File: src/rtl/cd_host_link.sv
// Host-side master of the 4-bit CDD serial bus: per drive IRQ, reads a 10-nibble status
// frame and then writes a 10-nibble command frame over the HOCK/CDCK handshake.
//
// state | meaning
// IDLE  | HOCK high, waiting for a fresh nIRQ falling edge
// S_LO  | status nibble requested (HOCK low), waiting for CDCK low
// S_HI  | status nibble taken (HOCK high), waiting for CDCK high
// C_LO  | command nibble on CDD_DIN, waiting for CDCK low, then setup time
// C_HI  | command nibble presented (HOCK high), waiting for CDCK high
// DONE  | report completion and status checksum result
module cd_host_link #(
   parameter int SETUP_CYC   = 16,
   parameter int TIMEOUT_CYC = 65535,
   parameter bit GEN_CKSUM   = 1'b1
) (
   input  logic        clk_sys,
   input  logic        nRESET,
   input  logic        CDD_nIRQ,
   input  logic        CDCK,
   input  logic [3:0]  CDD_DOUT,
   output logic        HOCK,
   output logic [3:0]  CDD_DIN,
   input  logic [39:0] CMD_IN,
   input  logic        CMD_LOAD,
   output logic [39:0] STATUS_OUT,
   output logic        STATUS_VALID,
   output logic        CMD_DONE,
   output logic        CKSUM_ERR,
   output logic        TIMEOUT_ERR,
   output logic        BUSY
);

   localparam int TW = (TIMEOUT_CYC < 2) ? 1 : $clog2(TIMEOUT_CYC + 1);
   localparam int SW = (SETUP_CYC < 2) ? 1 : $clog2(SETUP_CYC + 1);
   localparam logic [TW-1:0] TO_LOAD = TW'(TIMEOUT_CYC - 1);
   localparam logic [SW-1:0] SU_LOAD = SW'(SETUP_CYC - 1);

   typedef enum logic [2:0] {
      ST_IDLE, ST_S_LO, ST_S_HI, ST_C_LO, ST_C_HI, ST_DONE
   } state_t;

   state_t        state_q;
   logic          nirq_s1_q, nirq_s2_q, nirq_d_q;
   logic          cdck_s1_q, cdck_s2_q;
   logic [3:0]    dout_s1_q, dout_s2_q;
   logic          hock_q;
   logic [3:0]    din_q;
   logic [39:0]   status_q, pend_q, shadow_q, tx_q, rx_q;
   logic          shadow_vld_q, setup_act_q;
   logic [3:0]    idx_q;
   logic [TW-1:0] wait_q;
   logic [SW-1:0] setup_q;
   logic          sv_q, done_q, ckerr_q, toerr_q;
   logic          nirq_fall, stall, abort;

   function automatic logic [3:0] cksum(input logic [39:0] f);
      logic [3:0] s;
      s = 4'd0;
      for (int k = 0; k < 9; k++) s = s + f[4*k +: 4];
      return ~s;
   endfunction

   function automatic logic [39:0] frame_tx(input logic [39:0] c);
      logic [39:0] f;
      f = c;
      if (GEN_CKSUM) f[39:36] = cksum(c);
      return f;
   endfunction

   function automatic logic [3:0] nib(input logic [39:0] v, input logic [3:0] k);
      return v[4*k +: 4];
   endfunction

   always_ff @(posedge clk_sys) begin
      if (!nRESET) begin
         nirq_s1_q <= 1'b1;
         nirq_s2_q <= 1'b1;
         nirq_d_q  <= 1'b1;
         cdck_s1_q <= 1'b1;
         cdck_s2_q <= 1'b1;
         dout_s1_q <= 4'd0;
         dout_s2_q <= 4'd0;
      end else begin
         nirq_s1_q <= CDD_nIRQ;
         nirq_s2_q <= nirq_s1_q;
         nirq_d_q  <= nirq_s2_q;
         cdck_s1_q <= CDCK;
         cdck_s2_q <= cdck_s1_q;
         dout_s1_q <= CDD_DOUT;
         dout_s2_q <= dout_s1_q;
      end
   end

   // The edge detector runs in every state, so edges seen while busy are consumed.
   assign nirq_fall = nirq_d_q & ~nirq_s2_q;

   always_comb begin
      stall = 1'b0;
      case (state_q)
         ST_S_LO: stall = cdck_s2_q;
         ST_S_HI: stall = ~cdck_s2_q;
         ST_C_LO: stall = ~setup_act_q & cdck_s2_q;
         ST_C_HI: stall = ~cdck_s2_q;
         default: stall = 1'b0;
      endcase
   end

   assign abort = stall && (wait_q == '0);

   always_ff @(posedge clk_sys) begin
      if (!nRESET) begin
         state_q      <= ST_IDLE;
         hock_q       <= 1'b1;
         din_q        <= 4'd0;
         status_q     <= 40'd0;
         pend_q       <= 40'd0;
         shadow_q     <= 40'd0;
         shadow_vld_q <= 1'b0;
         tx_q         <= 40'd0;
         rx_q         <= 40'd0;
         idx_q        <= 4'd0;
         wait_q       <= '0;
         setup_q      <= '0;
         setup_act_q  <= 1'b0;
         sv_q         <= 1'b0;
         done_q       <= 1'b0;
         ckerr_q      <= 1'b0;
         toerr_q      <= 1'b0;
      end else begin
         sv_q    <= 1'b0;
         done_q  <= 1'b0;
         ckerr_q <= 1'b0;
         toerr_q <= 1'b0;
         if (CMD_LOAD && state_q != ST_IDLE) begin
            shadow_q     <= CMD_IN;
            shadow_vld_q <= 1'b1;
         end
         if (abort) begin
            // Aborted command goes back to pending unless the host has queued a newer one.
            hock_q       <= 1'b1;
            toerr_q      <= 1'b1;
            idx_q        <= 4'd0;
            setup_act_q  <= 1'b0;
            wait_q       <= '0;
            shadow_vld_q <= 1'b0;
            state_q      <= ST_IDLE;
            if (CMD_LOAD)          pend_q <= CMD_IN;
            else if (shadow_vld_q) pend_q <= shadow_q;
            else                   pend_q <= tx_q;
         end else begin
            case (state_q)
               ST_IDLE: begin
                  if (nirq_fall) begin
                     tx_q    <= frame_tx(pend_q);
                     pend_q  <= 40'd0;
                     hock_q  <= 1'b0;
                     idx_q   <= 4'd0;
                     wait_q  <= TO_LOAD;
                     state_q <= ST_S_LO;
                  end
                  if (CMD_LOAD) pend_q <= CMD_IN;
               end
               ST_S_LO: begin
                  if (!cdck_s2_q) begin
                     rx_q[4*idx_q +: 4] <= dout_s2_q;
                     hock_q  <= 1'b1;
                     wait_q  <= TO_LOAD;
                     state_q <= ST_S_HI;
                  end else begin
                     wait_q <= wait_q - 1'b1;
                  end
               end
               ST_S_HI: begin
                  if (cdck_s2_q) begin
                     hock_q <= 1'b0;
                     wait_q <= TO_LOAD;
                     if (idx_q != 4'd9) begin
                        idx_q   <= idx_q + 4'd1;
                        state_q <= ST_S_LO;
                     end else begin
                        idx_q   <= 4'd0;
                        din_q   <= tx_q[3:0];
                        state_q <= ST_C_LO;
                     end
                  end else begin
                     wait_q <= wait_q - 1'b1;
                  end
               end
               ST_C_LO: begin
                  if (!setup_act_q) begin
                     if (!cdck_s2_q) begin
                        setup_act_q <= 1'b1;
                        setup_q     <= SU_LOAD;
                     end else begin
                        wait_q <= wait_q - 1'b1;
                     end
                  end else if (setup_q == '0) begin
                     setup_act_q <= 1'b0;
                     hock_q      <= 1'b1;
                     wait_q      <= TO_LOAD;
                     state_q     <= ST_C_HI;
                  end else begin
                     setup_q <= setup_q - 1'b1;
                  end
               end
               ST_C_HI: begin
                  if (cdck_s2_q) begin
                     if (idx_q != 4'd9) begin
                        idx_q   <= idx_q + 4'd1;
                        din_q   <= nib(tx_q, idx_q + 4'd1);
                        hock_q  <= 1'b0;
                        wait_q  <= TO_LOAD;
                        state_q <= ST_C_LO;
                     end else begin
                        state_q <= ST_DONE;
                     end
                  end else begin
                     wait_q <= wait_q - 1'b1;
                  end
               end
               ST_DONE: begin
                  done_q <= 1'b1;
                  if (cksum(rx_q) == rx_q[39:36]) begin
                     status_q <= rx_q;
                     sv_q     <= 1'b1;
                  end else begin
                     ckerr_q <= 1'b1;
                  end
                  shadow_vld_q <= 1'b0;
                  if (CMD_LOAD)          pend_q <= CMD_IN;
                  else if (shadow_vld_q) pend_q <= shadow_q;
                  state_q <= ST_IDLE;
               end
               default: state_q <= ST_IDLE;
            endcase
         end
      end
   end

   assign HOCK         = hock_q;
   assign CDD_DIN      = din_q;
   assign STATUS_OUT   = status_q;
   assign STATUS_VALID = sv_q;
   assign CMD_DONE     = done_q;
   assign CKSUM_ERR    = ckerr_q;
   assign TIMEOUT_ERR  = toerr_q;
   assign BUSY         = (state_q != ST_IDLE);

endmodule

File: config.mk
export PLATFORM = sky130hd
export DESIGN_NAME = cd_host_link
export DESIGN_NICKNAME = d
export VERILOG_FILES = /design/src/rtl/cd_host_link.sv
export SDC_FILE = /design/constraint.sdc
export NUM_CORES = 1
export LEC_CHECK = 0
export ABC_AREA = 0
export BUFFER_PORTS_ARGS = -buffer_cell sky130_fd_sc_hd__buf_4
export CORE_UTILIZATION = 39
export DETAILED_ROUTE_END_ITERATION = 16
export PLACE_DENSITY = 0.6
export SLEW_MARGIN = 0
export SYNTH_ARGS = -nofsm -noshare
export SYNTH_HDL_FRONTEND = slang
export SYNTH_SLANG_ARGS = --single-unit
File: constraint.sdc
create_clock -name clk_sys -period 5.7 [get_ports clk_sys]
set_input_delay 1.425 -clock clk_sys [delete_from_list [all_inputs] [get_ports clk_sys]]
set_output_delay 1.425 -clock clk_sys [all_outputs]
set_load 0.05 [all_outputs]
After elaboration in Yosys (flattened, before gate mapping)
Index checks and enable logic that the tools add are counted.
- word-level logic and storage cells: 160
- bits in registers: 244
- output and inout port bits: 50
- bits of input ports: 49
- equality and inequality tests: 22
- reduce and logical (&&, ||, !) cells: 24
- add/subtract/negate cells: 20
- muxes and demuxes: 57
- bitwise logic cells: 10
- shift operators: 3
- operators with widths (operator ; number):
    36-bit 2-to-1 mux ; 7
    16-bit 2-to-1 mux ; 8
    16-bit one-hot mux with 5 select lines ; 1
    36-bit one-hot mux with 2 select lines ; 1
    4-bit adder ; 16
    40-bit bitwise mux ; 1
    4-bit by 34-bit variable shift with 40-bit output, first input constant ; 1
    4-bit by 34-bit indexed part select with 40-bit output ; 1
    40-bit by 7-bit indexed part select with 4-bit output ; 1
    4-bit 2-to-1 mux ; 9
    6-bit negation with 34-bit output ; 1
    3-bit 2-to-1 mux ; 7
    2-bit != test, second input constant ; 9
    16-bit zero test ; 1
    16-bit by 1-bit subtractor with 16-bit output, second input constant ; 1
    5-bit 2-to-1 mux ; 3
    3-bit one-hot mux with 5 select lines ; 1
    1-bit 2-to-1 mux ; 14
    4-bit != test, second input constant ; 3
    4-bit one-hot mux with 3 select lines ; 1
    3-bit AND reduction ; 4
    6-bit AND reduction ; 2
    5-bit AND reduction ; 2
    3-bit != test, second input constant ; 3
    24 further kinds ; 38

Logic depth before layout (Yosys ltp)
- depth after elaboration: 11
- gate-level depth with buffers: 15
- gate-level depth less buffers: 14

Least setup slack after synthesis
No wires, ideal clock.
- path type: register to register
- start point: register rx_q[2]
- end point: register status_q[0], in the netlist STATUS_OUT[0]
- data arrival time: 4065 ps
- cell stages (with the launch flop): 14
- required time: 5628 ps
- path slack: 1564 ps
- clock period less this slack: 4136 ps
- setup time: 72 ps
- path buffers: 1
- path through: dfxtp_1 > fa_1 > inv_1 > fa_1 > fa_1 > inv_1 > fa_1 > ha_1 > xnor2_1 > xnor2_1 > xnor3_1 > mux2i_4 > buf_4 > mux2i_1
- cells in the longest elaborated chain, start to end: 11
- RTL lines (element ; RTL line ; source):
    start: declaration ; 48 ; logic [39:0] status_q, pend_q, shadow_q, tx_q, rx_q;
    start signal: indexed assignment ; 165 ; rx_q[4*idx_q +: 4] <= dout_s2_q;
    4-bit adder (8 in series) ; 59 ; for (int k = 0; k < 9; k++) s = s + f[4*k +: 4];
    4-bit inverter ; 60 ; return ~s;
    4-bit equality test ; 223 ; if (cksum(rx_q) == rx_q[39:36]) begin
    3-bit AND reduction (no line) ; -- ;
    end signal: assignment ; 224 ; status_q <= rx_q;
    end: declaration ; 48 ;
Every way passes these cells.
A chain may end at the register's enable or synchronous reset.

Final worst setup path
- start point: register rx_q[2]
- end point: register status_q[28], in the netlist STATUS_OUT[28]
Same word-level chain as after synthesis.

==> summary.md <==
| Metric | Value |
|---|---|
| Run status | `completed` |
| Final non-filler cell area | `0.01374 mm2` |
| Syn Inst Count | `1322` |
| Worst voltage drop across the vdd grid | `0.2168 mV` |
| Switching share of total power | `25.14%` |
| Layout Utilization | `46.10%` |
| Synthesized-area fraction occupied by ao, oa, aoi and oai cells | `16.25%` |
| Leakage component of the power | `4.941 nW` |
| Hold_ws | `0.4205 ns` |
| Height of the die | `176.7 um` |
| Cts-stage hold buffer count | `0` |
| Clock Tree Buf Depth | `3` |
| Antenna violations before repair | `0` |
| Max frequency | `212.0 MHz` |
| Clock group share of total power | `45.0%` |
| Number of core rows | `63` |
| Worst-Skew Late Latency | `0.54 ns` |
| Worst Path Required | `6.16 ns` |
| Internal Pwr Total | `3.100 mW` |
| Filler cells | `2849` |
| Sort of element at the start of the critical path | `flop` |
| Slew Viols, Final | `0` |
| IO Port Bufs | `94` |
| Setup slack after placement | `0.9778 ns` |
| Via count of the first global-routing pass | `9037` |
| Syn. warnings | `0` |
| Vias per cell | `5.272` |
| CTS HTree Levels | `1` |
| Cell at the root of the clock tree | `sky130_fd_sc_hd__clkbuf_16` |
| Number of synthesized register bits | `244` |
| Detailed-route via count | `9379` |
| Slew at the pin closest to its max-slew limit | `1.147 ns` |
| Final routed wirelength across all metal layers | `29.56 mm` |
| Setup skew after layout | `0.01411 ns` |
| Critical Path, Cell by Cell | `fa_1, inv_1, fa_1, fa_1, inv_1, fa_1, ha_1, xnor2_1, xnor2_1, xnor3_1, mux2i_4, buf_4, mux2i_1` |
| Xor-xnor portion of the synthesized cell area | `3.364%` |
| Launch point of the critical path | `rx_q[2]` |
| Pin count of the biggest net entering global routing | `98` |
| Area share of the leading cell type in the synthesized netlist | `41.04%` |
| Instance area after placement | `0.01277 mm2` |
| Unrepaired setup endpoints after global routing | `no` |
| Share of cell area taken by muxes after synthesis | `7.338%` |
| Register clock-pin slew on the reported worst setup and hold paths | `0.06 ns` |
| Min-Delay Path Depth | `1` |
| Cell types with the largest area share after synthesis | `sky130_fd_sc_hd__dfxtp_1 (41%), sky130_fd_sc_hd__nand2_1 (8.5%), sky130_fd_sc_hd__mux2i_1 (5.6%), sky130_fd_sc_hd__fa_1 (5.4%), sky130_fd_sc_hd__a21oi_1 (5.3%)` |
| Post-Synth Simple-Gate Area | `19.95%` |
| Number of different library cells in the post-synthesis netlist | `68` |
| Number of nets in the finished design | `1463` |
| Final number of hold-violating endpoints | `0` |
| Final WS setup | `0.9823 ns` |
| Arrival time reported for the critical path endpoint | `5.18 ns` |
| Mapped Nets | `1418` |
| Hpwl dp | `19.70 mm` |
| Async set or reset register ratio after synthesis | `0%` |
| Flop pwr share | `44.0%` |
| Tightest Hold Check Type | `reg -> reg` |
| Placeable Area | `0.02980 mm2` |
| Summed negative setup slack over all endpoints | `0 ns` |
| Worst rel slew slack | `23.40%` |
| Count of cells resized by post-cts repair | `0` |
| Most common flop cell mapped by yosys | `sky130_fd_sc_hd__dfxtp_1` |
| Remaining antenna violation count after routing | `0` |
| DIE WIDTH | `176.7 um` |
| Sw power | `1.041 mW` |
| Leftover overflow at the end of global routing | `0` |
| Remaining design rule violation count | `0` |
| Count of inserted antenna diode cells | `0` |
| Number of buffers added by the clock tree synthesis step | `28` |
| Total power divided by cell area | `301.5 mW/mm2` |
| Most repeated library cell on the critical path | `sky130_fd_sc_hd__fa_1` |
| First-iteration detailed-routing DRC count | `650` |
| Number of violations of the max-capacitance limit | `0` |
| Clock tree from TritonCTS | `built` |
| Clock period minus final worst setup slack | `4.718 ns` |
| Share of layout cells above drive strength 1 | `13.10%` |
| Post-Syn Area | `0.01190 mm2` |
| Setup violation total in the final timing report | `0` |
| Synthesized area per cell | `9.003 um2` |
| Placer Congestion | `0.7970` |
| Launch point of the worst reg-to-reg path | `rx_q[2]` |
| Critical Path End Type | `flop` |
| CP max FO | `41` |
| Depth of the most critical reg-to-reg path | `13` |
| Register area share after synthesis | `41.04%` |
| Class of the most critical setup path | `reg -> reg` |
| Buffers inserted during post-CTS setup optimization | `0` |
| Main combinational cell family by area after synthesis | `simple AND/OR/NAND/NOR gates` |
| Most area-hungry cell type in the Yosys netlist | `sky130_fd_sc_hd__dfxtp_1` |
| Number of clock sinks | `244` |
| Layout-stage area growth over the synthesis result | `15.41%` |
| Post-synthesis adder-cell area fraction | `6.960%` |
| WL per Instance | `16.62 um` |
| Total Die Area | `0.03122 mm2` |
| Number of synthesized flops with an enable pin | `0` |
| First-pass GRT wire length | `48.13 mm` |
| Delay of the slowest critical-path stage | `0.56 ns` |
| DRT Pass-1 Iters | `5` |
| Slowest stage cell on the critical path | `sky130_fd_sc_hd__buf_4` |
| Final clock period utilization by the worst path | `82.77%` |
| Total global routing track utilization | `19.03%` |
| Startpoint of the worst hold path | `cdck_s1_q` |
| Comb power frac | `11.0%` |
| Effective utilization at floorplan | `39.94%` |
| # IOs | `99` |
-- synthesized netlist by cell type (all sizes together), types with 19 or more instances --
cell    count
xnor2      30
dfxtp     244
nand3      32
a21oi     125
a221o      37
nor3       19
a32o       36
nand2     271
inv        51
buf        31
nand2b     46
mux2i      68
clkbuf     59
fa         32
nor2       67
-- metrics by stage --
stage,instances,power (mW)
global route,1779,4.320
CTS,1779,4.190
detailed placement,1727,2.318
global placement,1727,2.310
floorplan,1322,2.193
finish,1779,4.141
-- registers in the layout, summed over array words and instances, names as in the netlist, 4 cells and up --
signal / flops
pend_q: 36
dout_s1_q: 4
idx_q: 4
CDD_DIN: 4
tx_q: 40
rx_q: 40
dout_s2_q: 4
STATUS_OUT: 40
wait_q: 16
shadow_q: 36
setup_q: 5
-- path summary, 6_finish.rpt --
| path | end | slack (ns) |
|---|---|---|
| max | STATUS_OUT[28] | 0.98 |
| min | cdck_s2_q | 0.42 |
| max reg2reg | STATUS_OUT[28] | 0.98 |
| min reg2reg | cdck_s2_q | 0.42 |
-- power groups by stage --
stage | sequential, mW | clock (mW) | combinational (mW)
6_report | 1.82 | 1.86 | 0.457
5_1_grt | 1.83 | 1.97 | 0.516
4_1_cts | 1.82 | 1.91 | 0.462
3_5_place_dp | 1.86 | 0 | 0.458
3_3_place_gp | 1.86 | 0 | 0.452
2_1_floorplan | 1.84 | 0 | 0.355
-- placed cells by master, fill, tap and decap left out, types with 9 or more instances in the layout --
master,count
sky130_fd_sc_hd__a21oi_1,125
sky130_fd_sc_hd__buf_4,105
sky130_fd_sc_hd__nor2_1,67
sky130_fd_sc_hd__mux2i_1,67
sky130_fd_sc_hd__nor2b_1,11
sky130_fd_sc_hd__nand2_1,271
sky130_fd_sc_hd__ha_1,15
sky130_fd_sc_hd__a211oi_1,11
sky130_fd_sc_hd__nand3_1,31
sky130_fd_sc_hd__nand2b_1,46
sky130_fd_sc_hd__inv_1,50
sky130_fd_sc_hd__a32o_1,36
sky130_fd_sc_hd__clkbuf_16,29
sky130_fd_sc_hd__xnor2_1,30
sky130_fd_sc_hd__fa_1,32
sky130_fd_sc_hd__and2_1,16
sky130_fd_sc_hd__o21ai_0,17
sky130_fd_sc_hd__nor3_1,17
sky130_fd_sc_hd__or3_1,9
sky130_fd_sc_hd__dfxtp_1,244
sky130_fd_sc_hd__a221o_1,37
-- cell families after synthesis --
kind of cell,count (synthesis)
mux,76
flops,244
buf+inv,141
xor+xnor,41
simple gates,507
fa+ha+maj,47
compound gates,266
-- layout make-up --
cell class	count	area (um2)	area share, %
Multi-Input combinational cell	937	6420	46.74
Sequential cell	244	4885	35.56
Timing Repair Buffer	105	788.3	5.739
Clock buffer	38	779.5	5.675
Tap cell	390	488.0	3.553
Inverter	51	193.9	1.412
Clock inverter	14	181.4	1.321
-- metal layers --
layer	wire, um	global-route usage, %	vias to the layer above
met1	13560	25.51	4467
li1	-	-	4685
met3	1272	2.212	32
met5	0	0	-
met4	493	3.879	0
met2	14230	32.84	195
-- worst max-delay path: cells and delay by family (launching register included) --
kind	cells	cell delay [ns]
flops	1	0.34
buf+inv	3	0.68
fa+ha+maj	5	2.32
mux	2	0.42
xor+xnor	3	0.84
(Power assumes the default switching activity.)
